--- src/rtl/chan_byte_arbiter_pkg.sv ---
// chan_arb_pkg: shared types and helpers for the N-channel byte arbiter.
//   t_byte      - 8-bit byte type (used for the per-channel stall counters)
//   t_arb_state - packet-lock state (ARB_IDLE / ARB_LOCK)
//   STALL_LIMIT - stall count at which the sticky overflow flag fires
//   rr_pick     - round-robin search returning {found, index}
package chan_arb_pkg;

   typedef logic [7:0] t_byte;

   typedef enum logic {ARB_IDLE, ARB_LOCK} t_arb_state;

   localparam int STALL_LIMIT = 255;
   localparam int MAX_CH      = 16;

   // Searches req starting at ptr and wrapping. Request bits above the real
   // channel count are always zero, so a 16-wide wrap visits the same live
   // channels in the same order as a wrap modulo NUM_CH.
   // Result bit 4 is the found flag, bits 3:0 the granted index.
   function automatic logic [4:0] rr_pick(input logic [MAX_CH-1:0] req,
                                          input logic [3:0] ptr);
      logic [4:0] res;
      logic [3:0] idx;
      res = '0;
      // Walk from farthest to nearest so the nearest requester wins.
      for (int k = MAX_CH - 1; k >= 0; k--) begin
         idx = ptr + 4'(k);
         if (req[idx]) res = {1'b1, idx};
      end
      return res;
   endfunction

endpackage

--- src/rtl/chan_byte_arbiter_fifo.sv ---
// byte_fifo: small synchronous FIFO holding {last, data} words for one channel.
//   clk, rst_n  - clock, synchronous active-low reset (empties the FIFO)
//   push, pop   - write / read strobes (caller guarantees not full / not empty)
//   din, dout   - write word, current head word (combinational from storage)
//   count       - registered occupancy 0..DEPTH
//   full, empty - decoded from count
module byte_fifo #(
   parameter int W     = 9,
   parameter int DEPTH = 4
) (
   input  logic                         clk,
   input  logic                         rst_n,
   input  logic                         push,
   input  logic                         pop,
   input  logic [W-1:0]                 din,
   output logic [W-1:0]                 dout,
   output logic [$clog2(DEPTH+1)-1:0]   count,
   output logic                         full,
   output logic                         empty
);

   localparam int PW = $clog2(DEPTH);
   localparam int CW = $clog2(DEPTH+1);

   logic [W-1:0]  mem [DEPTH];
   logic [PW-1:0] wr_ptr_reg;
   logic [PW-1:0] rd_ptr_reg;
   logic [CW-1:0] count_reg;

   // The head is read combinationally: the output register must take the
   // head in the same cycle the arbiter grants, so no read latency is allowed.
   always_ff @(posedge clk) begin
      if (push) mem[wr_ptr_reg] <= din;
   end

   always_ff @(posedge clk) begin
      if (!rst_n) begin
         wr_ptr_reg <= '0;
         rd_ptr_reg <= '0;
         count_reg  <= '0;
      end else begin
         if (push) wr_ptr_reg <= wr_ptr_reg + PW'(1);
         if (pop)  rd_ptr_reg <= rd_ptr_reg + PW'(1);
         if (push && !pop)      count_reg <= count_reg + CW'(1);
         else if (pop && !push) count_reg <= count_reg - CW'(1);
      end
   end

   assign dout  = mem[rd_ptr_reg];
   assign count = count_reg;
   assign full  = (count_reg == CW'(DEPTH));
   assign empty = (count_reg == '0);

endmodule

--- src/rtl/chan_byte_arbiter.sv ---
// chan_byte_arbiter: NUM_CH per-channel byte FIFOs drained round-robin into
// one registered output stream tagged with the source channel.
//   clk, rst_n          - clock, synchronous active-low reset
//   in_valid/in_ready   - per-channel write handshake
//   in_data, in_last    - per-channel byte and end-of-packet flag
//   out_valid/out_ready - output handshake
//   out_data, out_last  - output byte and its last flag
//   out_chan            - source channel of the output beat
//   ovf_err             - sticky per-channel "stalled while full too long"
// With PKT_MODE=1 a grant is held on one channel until its last beat.
module chan_byte_arbiter
   import chan_arb_pkg::*;
#(
   parameter int NUM_CH   = 4,
   parameter int W        = 8,
   parameter int DEPTH    = 4,
   parameter int PKT_MODE = 0
) (
   input  logic                       clk,
   input  logic                       rst_n,
   input  logic [NUM_CH-1:0]          in_valid,
   input  logic [NUM_CH*W-1:0]        in_data,
   input  logic [NUM_CH-1:0]          in_last,
   output logic [NUM_CH-1:0]          in_ready,
   output logic                       out_valid,
   output logic [W-1:0]               out_data,
   output logic                       out_last,
   output logic [$clog2(NUM_CH)-1:0]  out_chan,
   input  logic                       out_ready,
   output logic [NUM_CH-1:0]          ovf_err
);

   localparam int CW    = $clog2(NUM_CH);
   localparam int CNT_W = $clog2(DEPTH+1);

   logic [W:0]        head  [NUM_CH];
   logic [CNT_W-1:0]  count [NUM_CH];
   logic [NUM_CH-1:0] push, pop, full, empty;

   logic [MAX_CH-1:0] req;
   logic [4:0]        pick;
   logic              grant_valid;
   logic [CW-1:0]     grant_ch;
   logic [W:0]        head_sel;
   logic              load;

   t_arb_state        state_reg;
   logic [CW-1:0]     lock_ch_reg;
   logic [CW-1:0]     rr_reg;
   logic              out_valid_reg;
   logic [W-1:0]      out_data_reg;
   logic              out_last_reg;
   logic [CW-1:0]     out_chan_reg;

   // Per-channel FIFO, write side and stall monitor.
   generate
      for (genvar gi = 0; gi < NUM_CH; gi++) begin : g_ch
         t_byte stall_cnt_reg;
         logic  ovf_reg;

         // Ready comes from the registered count only: a full FIFO stays
         // not-ready even in a cycle where it is being popped.
         assign in_ready[gi] = (count[gi] != CNT_W'(DEPTH));
         assign push[gi]     = in_valid[gi] && in_ready[gi];
         assign pop[gi]      = load && grant_valid && (grant_ch == CW'(gi));

         byte_fifo #(
            .W     (W + 1),
            .DEPTH (DEPTH)
         ) u_fifo (
            .clk   (clk),
            .rst_n (rst_n),
            .push  (push[gi]),
            .pop   (pop[gi]),
            .din   ({in_last[gi], in_data[gi*W +: W]}),
            .dout  (head[gi]),
            .count (count[gi]),
            .full  (full[gi]),
            .empty (empty[gi])
         );

         // Counts consecutive stalled cycles; the cycle after the counter
         // has saturated at STALL_LIMIT raises the sticky flag.
         always_ff @(posedge clk) begin
            if (!rst_n) begin
               stall_cnt_reg <= '0;
               ovf_reg       <= 1'b0;
            end else if (in_valid[gi] && full[gi]) begin
               if (stall_cnt_reg == t_byte'(STALL_LIMIT)) ovf_reg <= 1'b1;
               else stall_cnt_reg <= stall_cnt_reg + 8'd1;
            end else begin
               stall_cnt_reg <= '0;
            end
         end

         assign ovf_err[gi] = ovf_reg;
      end
   endgenerate

   // While locked, only the locked channel may request.
   always_comb begin
      req = '0;
      for (int c = 0; c < NUM_CH; c++) begin
         req[c] = !empty[c] &&
                  ((state_reg == ARB_IDLE) || (lock_ch_reg == CW'(c)));
      end
   end

   assign pick        = rr_pick(req, 4'(rr_reg));
   assign grant_valid = pick[4];
   assign grant_ch    = CW'(pick[3:0]);
   assign head_sel    = head[grant_ch];
   assign load        = !out_valid_reg || out_ready;

   // Output register, round-robin pointer and packet-lock FSM. Everything
   // here only moves on the load condition, so back-pressure freezes it all.
   always_ff @(posedge clk) begin
      if (!rst_n) begin
         state_reg     <= ARB_IDLE;
         lock_ch_reg   <= '0;
         rr_reg        <= '0;
         out_valid_reg <= 1'b0;
         out_data_reg  <= '0;
         out_last_reg  <= 1'b0;
         out_chan_reg  <= '0;
      end else if (load) begin
         if (grant_valid) begin
            out_valid_reg <= 1'b1;
            out_data_reg  <= head_sel[W-1:0];
            out_last_reg  <= head_sel[W];
            out_chan_reg  <= grant_ch;
            rr_reg        <= (grant_ch == CW'(NUM_CH - 1)) ? '0 : grant_ch + CW'(1);
            if (PKT_MODE != 0) begin
               case (state_reg)
                  ARB_IDLE: begin
                     if (!head_sel[W]) begin
                        state_reg   <= ARB_LOCK;
                        lock_ch_reg <= grant_ch;
                     end
                  end
                  ARB_LOCK: begin
                     if (head_sel[W]) state_reg <= ARB_IDLE;
                  end
                  default: state_reg <= ARB_IDLE;
               endcase
            end
         end else begin
            out_valid_reg <= 1'b0;
         end
      end
   end

   assign out_valid = out_valid_reg;
   assign out_data  = out_data_reg;
   assign out_last  = out_last_reg;
   assign out_chan  = out_chan_reg;

endmodule

--- config.mk ---
export PLATFORM = sky130hd
export DESIGN_NAME = chan_byte_arbiter
export DESIGN_NICKNAME = d
export VERILOG_FILES = /design/src/rtl/chan_byte_arbiter_pkg.sv /design/src/rtl/chan_byte_arbiter_fifo.sv /design/src/rtl/chan_byte_arbiter.sv
export SDC_FILE = /design/constraint.sdc
export NUM_CORES = 1
export LEC_CHECK = 0
export CAP_MARGIN = 0
export CELL_PAD_IN_SITES_DETAIL_PLACEMENT = 0
export CELL_PAD_IN_SITES_GLOBAL_PLACEMENT = 2
export CORE_ASPECT_RATIO = 2
export CORE_MARGIN = 1
export CORE_UTILIZATION = 38
export CTS_CLUSTER_DIAMETER = 30
export CTS_CLUSTER_SIZE = 20
export DETAILED_ROUTE_END_ITERATION = 6
export GPL_TIMING_DRIVEN = 1
export PLACE_DENSITY = 0.75
export SLEW_MARGIN = 20
export SYNTH_ARGS = -nofsm -noshare
export SYNTH_HDL_FRONTEND = slang
export SYNTH_HIERARCHICAL = 1
export SYNTH_SLANG_ARGS = --single-unit
--- constraint.sdc ---
create_clock -name clk -period 7.39 [get_ports clk]
set_input_delay 1.478 -clock clk [delete_from_list [all_inputs] [get_ports clk]]
set_output_delay 1.478 -clock clk [all_outputs]
set_load 0.02 [all_outputs]
==> metrics.md, run 1 <==
| Metric | Value |
|---|---|
| Biggest area consumer among synthesized cells | edfxtp_1 |
| Cell variety after synth | 48 |
| Synth warnings | 6 |
| Data arrival at the endpoint of the critical path | between 4 and 5 ns |
| Worst-case headroom to the max-slew limit | between 40% and 50% |
| HPWL after detailed placement | around 14 mm |
| Post-Layout Cell Count | approximately 1100 |
| CTS tree | built |
| Final min period | ~4.2 ns |
| Number of top-level pins | between 60 and 70 |
| Sequential share of the synthesized area | 62.7% |
| Biggest fanout along the worst timing path | 22 |
| Number of violations of the max-capacitance limit | 0 |
| Number of buffers inserted for hold repair after clock tree synthesis | 0 |
| Top-area cell type share of the netlist area | about 45% |
| Max-slew violation total from the final report | 0 |
| F_max | around 240 MHz |
| Worst-case clock buffer depth | 3 |
| Port Buffer Count | 62 |
| Number of setup violations in the final report | 0 |
| Antenna diode count | 0 |
| Number of fill cells in the layout | between 2000 and 2500 |
| Buffer cell driving the clock tree root | clkbuf_16 |
| Clk Latency, worst-skew pair | 0.55 ns |
| Placement-stage worst setup slack | about 3.2 ns |
| Worst hold margin | about 0.45 ns |
| Number of placement rows | 82 |
| Floorplan die width | 115 um |
| Maximum number of pins on one net before global-route repair | 53 |
| Routed wirelength normalized by instance count | 17.9 um |
| Total track usage | 15.7% |
| Min setup slack post-route | around 3.2 ns |
| Placed Instances | approximately 1000 |
| Post-DRT Antenna Nets | 0 |
| Iteration-0 DRC count of the detailed router | roughly 240 |
| Setup repair after global routing missed its margin | false |
| Worst Hold Class | register to register |
| Clock sink count | 230 |
| Post-CTS Setup Repair Bufs | 0 |
| Period utilisation layout | ~57% |
| Largest voltage drop on the vdd net | 0.218 mV |
| Mean instance size in the synthesized netlist | around 14 sq um |
| Routed wire length | ~20 mm |
| WS Path Type | register to register |
| Max FFs per register | around 140 |
| Num CTS Buffers | 31 |
| Required @ worst endpoint | ~7.9 ns |
| Fraction of layout cells with a size suffix above 1 | about 14% |
| Total power of the final layout | around 4.6 mW |
| Initial Utilization | between 30% and 40% |
| Initial DRT Pass Iterations | 6 |
| Summed negative setup slack over all endpoints | 0 ns |
| Number of nets in the synthesized netlist | 741 |
| Global placement routability congestion | approximately 0.76 |
| Die height | 227 um |
| Global route overflow | 0 |
| Via density per instance | 5.02 |
| Die area | between 20000 and 30000 sq um |
| Top cells by area, synth | edfxtp_1 (45%), dfxtp_1 (18%), mux4_2 (8.6%) |
| Number of synthesized flops with an enable pin | 144 |
| Cell with the most instances after synthesis | edfxtp_1 |
| Critical Path Start Type | register |
| Global-route wire length before repair | ~31 mm |
| Count of nets after finishing | 817 |
| PD cells | slightly below 400 nW/um^2 |
| Drt drc | 0 |
| Count of H-tree levels built during CTS | 1 |
| Number of standard cells after synthesis | 668 |
| Final hold violations | 0 |
| Synthesis-to-layout area growth | 21.0% |
| Total number of vias | 5543 |
| Run status | finished clean |
| Post-route clock skew | 0.00896 ns |
| Synth Flop Type | edfxtp_1 |
| Ys async rst share | 0% |
| Via count of the first global-routing pass | approximately 5800 |
| Worst-Margin Slew | between 0.8 and 0.9 ns |
| Leakage power summed over all cells | about 4.1 nW |
| Endpoint kind of the worst setup timing path | register |
| Post-CTS clock slew at the launch and capture registers of the worst setup and hold paths | approximately 0.06 ns |
| Core Area | approximately 25000 sq um |
| FF+latch count, synth | 230 |
| Post-Syn Area | slightly below 10000 sq um |
| Number of antenna violations at the first check in global routing | 0 |
| Leading cell types by count after synthesis | edfxtp_1 (144), dfxtp_1 (86), and2_1 (40), mux4_2 (37) |
| Post-CTS Resized | 0 |
[worst max-delay path, cell delays in order, from the launching register on]
cell	delay (ns)
dfxtp_1	0.58
inv_1	0.18
ha_1	0.43
mux2_2	0.37
a311oi_1	0.27
a211oi_1	0.12
a311oi_4	0.25
buf_4	0.43
nor3b_1	0.15
inv_1	0.08
ha_1	0.18
inv_1	0.07
fa_1	0.39
xor2_1	0.19
or3_1	0.31
a21boi_1	0.14
[stage by stage]
| stage | cell area, sq um | util (%) |
|---|---|---|
| after floorplan | 9640 | - |
| after global placement | 10500 | 42.1 |
| after detailed placement | 10500 | 42.1 |
| after CTS | 11700 | 46.6 |
| after global routing | 11700 | 46.6 |
| final | 11700 | 46.6 |
[cells by family (layout without fill, tap and decap cells)]
family	count (synthesis)	after routing	synth area share (%)
AO/OA/AOI/OAI	65	65	4.55
adder cells (fa/ha/maj)	30	30	4.20
flip-flops	230	230	62.7
multiplexers	73	73	12.6
buffers and inverters	50	151	2.82
AND/OR/NAND/NOR	189	189	10.3
XOR/XNOR	31	31	2.82
[area by class of cell]
cell class / count / area [sq um] / area share [%]
sequential: 230 / 6050 / 51.8
multi-input combinational: 388 / 3330 / 28.5
clock buffer: 34 / 807 / 6.91
timing repair buffer: 65 / 638 / 5.47
tap: 336 / 420 / 3.60
clock inverter: 24 / 330 / 2.83
inverter: 28 / 105 / 0.900
[metal layers]
| layer | track usage (%) | routed length [um] |
|---|---|---|
| met3 | 2.40 | 891 |
| met2 | 30.4 | 11000 |
| met1 | 16.4 | 7260 |
| met4 | 6.54 | 597 |
| met5 | 0 | 0 |
[report_power, final]
group / internal (mW) / total, mW / switching [mW] / leakage [nW]
Clock: 0.934 / 1.57 / 0.632 / 0.539
Sequential: 1.53 / 1.67 / 0.132 / 2.02
Combinational: 0.612 / 1.32 / 0.711 / 1.49
Total: 3.08 / 4.55 / 1.47 / 4.05
[cell usage in the layout, fill, tap and decap left out, drive strengths merged, types with 14 or more instances in the layout]
cell           instances
nand2                 25
clkbuf                34
dfxtp                 86
a21oi                 16
nor3                  15
nor2                  33
ha                    26
xor2                  14
edfxtp               144
mux2i                 33
inv                   35
xnor2                 17
nand3                 31
clkdlybuf4s50         61
and2                  40
mux4                  38
o21ai                 16
[final timing paths]
path | cells after the start | from | endpoint | slack [ns]
hold / removal | 2 | g_ch[2].ovf_reg$_SDFFE_PN0P_ | g_ch[2].ovf_reg$_SDFFE_PN0P_ | 0.45
setup / recovery | 15 | rr_reg[0]$_SDFFE_PN0P_ | g_ch[1].u_fifo/count[2]$_SDFFE_PN0P_ | 3.18
setup reg to reg | 15 | rr_reg[0]$_SDFFE_PN0P_ | g_ch[1].u_fifo/count[2]$_SDFFE_PN0P_ | 3.18
hold reg to reg | 2 | g_ch[2].ovf_reg$_SDFFE_PN0P_ | g_ch[2].ovf_reg$_SDFFE_PN0P_ | 0.45
No activity file was read; power rests on OpenSTA's default activity.
==> run 2, diff against run 1 <==
clock period = 4.05 ns   (was 7.39 ns; I/O delays follow)
==> metrics.md, run 2 (same netlist as run 1, synthesis figures left out) <==
| Metric | Value |
|---|---|
| Run status | finished clean |
| Final core utilization | between 40% and 50% |
| Worst Hold Class | register to register |
| Routed wirelength normalized by instance count | around 17 um |
| Total number of vias | about 5600 |
| F_max | roughly 270 MHz |
| CTS tree | built |
| Floorplan die width | about 110 um |
| Count of H-tree levels built during CTS | 1 |
| Global placement routability congestion | ~0.75 |
| Post-DRT Antenna Nets | 0 |
| Worst-Margin Slew | slightly below 0.7 ns |
| Leakage power summed over all cells | between 4 and 5 nW |
| Met2 track utilization from global routing | 30.2% |
| Max FFs per register | around 140 |
| Met1 Usage GRT | roughly 16% |
| Post-route clock skew | just under 0.01 ns |
| Biggest fanout along the worst timing path | 10 |
| Die area | approximately 26000 sq um |
| Worst-case clock buffer depth | 3 |
| Initial Utilization | 38.5% |
| Global route overflow | 0 |
| Port Buffer Count | between 60 and 70 |
| Data arrival at the endpoint of the critical path | around 4.2 ns |
| Core Area | ~25000 sq um |
| Synthesis-to-layout area growth | 20.1% |
| Clock sink count | 230 |
| Die height | 227 um |
| HPWL after detailed placement | around 14 mm |
| Maximum number of pins on one net before global-route repair | 28 |
| Grt met3 use | approximately 2.2% |
| Number of setup violations in the final report | 0 |
| Post-CTS Setup Repair Bufs | 0 |
| Largest voltage drop on the vdd net | roughly 0.34 mV |
| Number of antenna violations at the first check in global routing | 0 |
| Total track usage | 15.4% |
| Worst-case headroom to the max-slew limit | 53.8% |
| Number of violations of the max-capacitance limit | 0 |
| Total power of the final layout | a little over 8 mW |
| Summed negative setup slack over all endpoints | 0 ns |
| Post-CTS clock slew at the launch and capture registers of the worst setup and hold paths | about 0.06 ns |
| Period utilisation layout | around 93% |
| Most frequent cells in the layout | edfxtp_1 (144), dfxtp_1 (85), clkdlybuf4s50_1 (61) |
| PD cells | about 700 nW/um^2 |
| Drt drc | 0 |
| Critical Path Start Type | register |
| Setup repair after global routing missed its margin | false |
| Required @ worst endpoint | 4.51 ns |
| Count of nets after finishing | roughly 820 |
| Antenna diode count | 0 |
| Most common cell after layout, fill and taps aside | edfxtp_1 |
| Buffer cell driving the clock tree root | clkbuf_16 |
| Via density per instance | 5.04 |
| Global-route wire length before repair | ~30 mm |
| Post-route design area | about 12000 sq um |
| Placed Instance Area | roughly 11000 sq um |
| Num CTS Buffers | 29 |
| Initial DRT Pass Iterations | 4 |
| Final min period | 3.76 ns |
| Global routing's busiest layer | met2 |
| Via count of the first global-routing pass | 5849 |
| Clk Latency, worst-skew pair | 0.53 ns |
| Max-slew violation total from the final report | 0 |
| Iteration-0 DRC count of the detailed router | 192 |
| Final hold violations | 0 |
| Endpoint kind of the worst setup timing path | register |
| Fraction of layout cells with a size suffix above 1 | about 14% |
| WS Path Type | register to register |
| Routed wire length | between 15 and 20 mm |
| Number of placement rows | 82 |
| Number of top-level pins | 63 |
## run 2: worst paths after layout
path | start | endpoint | slack (ns) | depth (start not counted)
max | rr_reg[1]$_SDFFE_PN0P_ | g_ch[2].u_fifo/count[2]$_SDFFE_PN0P_ | 0.29 | 15
max reg2reg | rr_reg[1]$_SDFFE_PN0P_ | g_ch[2].u_fifo/count[2]$_SDFFE_PN0P_ | 0.29 | 15
min reg2reg | g_ch[3].ovf_reg$_SDFFE_PN0P_ | g_ch[3].ovf_reg$_SDFFE_PN0P_ | 0.46 | 2
min | g_ch[3].ovf_reg$_SDFFE_PN0P_ | g_ch[3].ovf_reg$_SDFFE_PN0P_ | 0.46 | 2
## run 2: layout make-up
type                       count  area, sq um
timing repair buffer          71          683
multi-input combinational    388         3330
fill                        2277        13500
clock buffer                  31          733
tap                          336          420
inverter                      28          105
sequential                   230         6050
clock inverter                22          265
## run 2: what timing repair did
item | CTS | global route
hold buffers | 0 | 0
resized for setup | 0 | 1
endpoints found under the setup margin | 0 | 4
## run 2: critical path: stages, from the launching register on
cell and delay, ns:
dfxtp_2 0.44, inv_1 0.15, ha_1 0.41, mux2_2 0.36, a311oi_1 0.31, a211oi_1 0.13
a311oi_4 0.40, nand2_1 0.13, nor2_1 0.26, inv_1 0.08, ha_1 0.21, inv_1 0.07
fa_1 0.17, xor2_1 0.08, or3_1 0.31, a21boi_1 0.15
## run 2: through the flow
| step | setup WS [ns] | std cells | hold WS (ns) |
|---|---|---|---|
| floorplan | 0.281 | 668 | 0.426 |
| global placement | 0.376 | 1053 | 0.438 |
| detailed placement | 0.132 | 1053 | 0.441 |
| CTS | 0.123 | 1106 | 0.456 |
| global route | 0.0405 | 1106 | 0.478 |
| finish | 0.288 | 1106 | 0.457 |
## run 2: layer usage
layer	up-vias	routed length, um
li1	2659	-
met1	2774	7000
met2	114	11100
met3	29	802
met4	0	460
met5	-	0
## run 2: report_power, final
group          leakage, nW  switching [mW]  internal [mW]  total (mW)
Sequential            2.02           0.222           2.80        3.02
Combinational         1.52            1.35           1.16        2.51
Clock                0.480            1.04           1.55        2.59
Total                 4.02            2.61           5.51        8.13
==> RTL edit, RTL diff (config.mk and constraints of run 2) <==
Register the output `ovf_err` once more; this adds one clock of latency there. The other outputs are not delayed to match.
--- a/src/rtl/chan_byte_arbiter.sv
+++ b/src/rtl/chan_byte_arbiter.sv
@@ -34,2 +34,4 @@
    localparam int CNT_W = $clog2(DEPTH+1);
+
+   logic [NUM_CH-1:0] ovf_err_d;
 
@@ -95,3 +97,3 @@
 
-         assign ovf_err[gi] = ovf_reg;
+         assign ovf_err_d[gi] = ovf_reg;
       end
@@ -157,2 +159,6 @@
 
+   always_ff @(posedge clk) begin
+      ovf_err <= ovf_err_d;
+   end
+
 endmodule
Function: no difference found for any inputs over 4 cycles, from zero or initial values and one cycle with rst_n low; that may be too few to reach the edited logic, so the function may still have changed.
==> RTL edit against run 2 <==
- clock power increased by 2%
- critical path depth is 1 higher
- sequential cell count up 4
- power rose by 2.5%
- synthesized cell count is 3.6% higher
- design area grew 1.4%
- worst setup slack improved by 0.12 ns
- count of clock-buffer cells in the layout down 1
- wire length grew 0.81%
- synthesized area rose by 1.6%
- non-clock buffer count is 1 higher
==> RTL edit: results (changes against run 2) <==
Global routing:
- The pin count of the biggest net entering global routing was 20 (was 28).
- The number of antenna violations at the first check in global routing came to 0 (unchanged).
- The wire length of the first global-routing pass was 30,900 um (was 30,300 um).
- The via count of the first global-routing pass is 5,943 (was 5,849).
- The total global-route track usage is 15.2% (was 15.4%).

Yosys:
- Ranking of synthesized cells by area: edfxtp_1 (44%), dfxtp_1 (18%), mux4_2 (8.5%) (was edfxtp_1 (45%), dfxtp_1 (18%), mux4_2 (8.6%)).
- The share of the yosys chip area belonging to registers is 62.5% (was 62.7%).
- The net count after synthesis was 765 (was 741).
- The post-synthesis cell count is 692 (was 668).
- Most numerous cell types in the synthesized netlist: edfxtp_1 (144), dfxtp_1 (90), and2_1 (40) (was edfxtp_1 (144), dfxtp_1 (86), and2_1 (40)).
- The count of warnings emitted by yosys is 6 (unchanged).

Place:
- The setup slack at placement came to 0.415 ns (was 0.132 ns).
- The cell area reported after detailed placement is 10,700 um2 (was 10,600 um2).
- The number of input and output port buffers inserted is 62 (unchanged).
- The half-perimeter wire length after placement is 14,300 um (was 13,900 um).
- The routability-driven placement congestion ratio is 0.743 (was 0.746).

Timing:
- The final setup skew came to 0.0119 ns (was 0.00976 ns).
- The normalized max-slew margin is 54.0% (was 53.8%).

Final layout:
- The non-filler instance count after layout is 1,131 (was 1,106).
- The number of flip-flops under the largest register name is 144 (unchanged).
- The count of fill cells added during filler insertion is 2,287 (was 2,277).
- The post-route cell area was 11,700 um2 (was 11,600 um2).
- The final layout net count came to 845 (was 821).
- The fraction of layout cells with a size suffix above 1 was 13.3% (was 13.9%).

Power and ir drop:
- The leakage power is 0.00409 uW (was 0.00402 uW).
- The power of the combinational group came to 2610 uW (was 2510 uW).
- The worst-case vdd ir drop is 0.477 mV (was 0.342 mV).
- The internal portion of total power is 5620 uW (was 5510 uW).
- The fraction of power spent switching nets is 32.5% (was 32.2%).
- The clock power share is 31.6% (was 31.9%).

Detailed routing:
- The per-cell via count in the routed design is 4.99 (was 5.04).
- The detailed router's first-iteration violation count is 260 (was 192).
- The routed wirelength normalized by instance count is 17.2 um (was 17.5 um).

Critical path:
- The largest incremental delay on the critical path came to 0.42 ns (was 0.44 ns).
- The critical path's slowest cell is ha_1 (was dfxtp_2).
- The data arrival at the endpoint of the critical path is 4.11 ns (was 4.22 ns).
- The largest delay contributor family on the critical path is simple AND/OR/NAND/NOR gates (was compound AO/OA/AOI/OAI gates).
- The maximum net fanout on the critical path is 7 (was 10).

Outcome:
- Run status: completed (unchanged).

CTS:
- The post-cts sizing count is 0 (unchanged).
- The clock insertion delay at the later pin of the skew report is 0.55 ns (was 0.53 ns).
## RTL edit: cell types whose count changed in the layout (fill, tap and decap cells not counted), moves of 4 or more
cell | before | now
dfxtp_1 | 85 | 90
and3_1 | 5 | 11
nor2_1 | 33 | 39
inv_1 | 28 | 23
nor3_1 | 15 | 9
xor2_1 | 14 | 19
nand3_1 | 31 | 39
nor2b_1 | 9 | 13
o21ai_0 | 13 | 22
nand4_1 | 9 | 5
nand2_1 | 25 | 29
## RTL edit: cells by family after synthesis
family	share of synthesized area, %
AOI/OAI and AO/OA	4.71
xor gates and xnor gates	2.95
adders and majority gates	4.14
buffers and inverters	2.73
DFF	62.5
muxes	12.0
and+or+nand+nor	11.0
## RTL edit: worst paths after layout
check                  start  cells past startpoint  slack [ns]                       to
max                rr_reg[1]                     16        0.40  g_ch[0].u_fifo/count[2]
min          g_ch[3].ovf_reg                      0        0.35               ovf_err[3]
max reg2reg        rr_reg[1]                     16        0.40  g_ch[0].u_fifo/count[2]
min reg2reg  g_ch[3].ovf_reg                      0        0.35               ovf_err[3]
## RTL edit: layout make-up
cell class / instances / area [um2] / share of cell area [%]
Tap cell: 336 / 420 / 3.58
Multi-Input combinational cell: 412 / 3410 / 29.0
Clock buffer: 30 / 751 / 6.39
Clock inverter: 24 / 267 / 2.27
Inverter: 23 / 86.3 / 0.735
Sequential cell: 234 / 6130 / 52.1
Timing Repair Buffer: 72 / 691 / 5.88
## RTL edit: metal layers
layer / vias up / GRT usage [%] / part of all wire [%]
met5: - / 0 / 0
met4: 0 / 6.17 / 2.6
met3: 26 / 2.09 / 3.7
met2: 101 / 29.9 / 57
met1: 2781 / 15.3 / 36
li1: 2740 / - / -
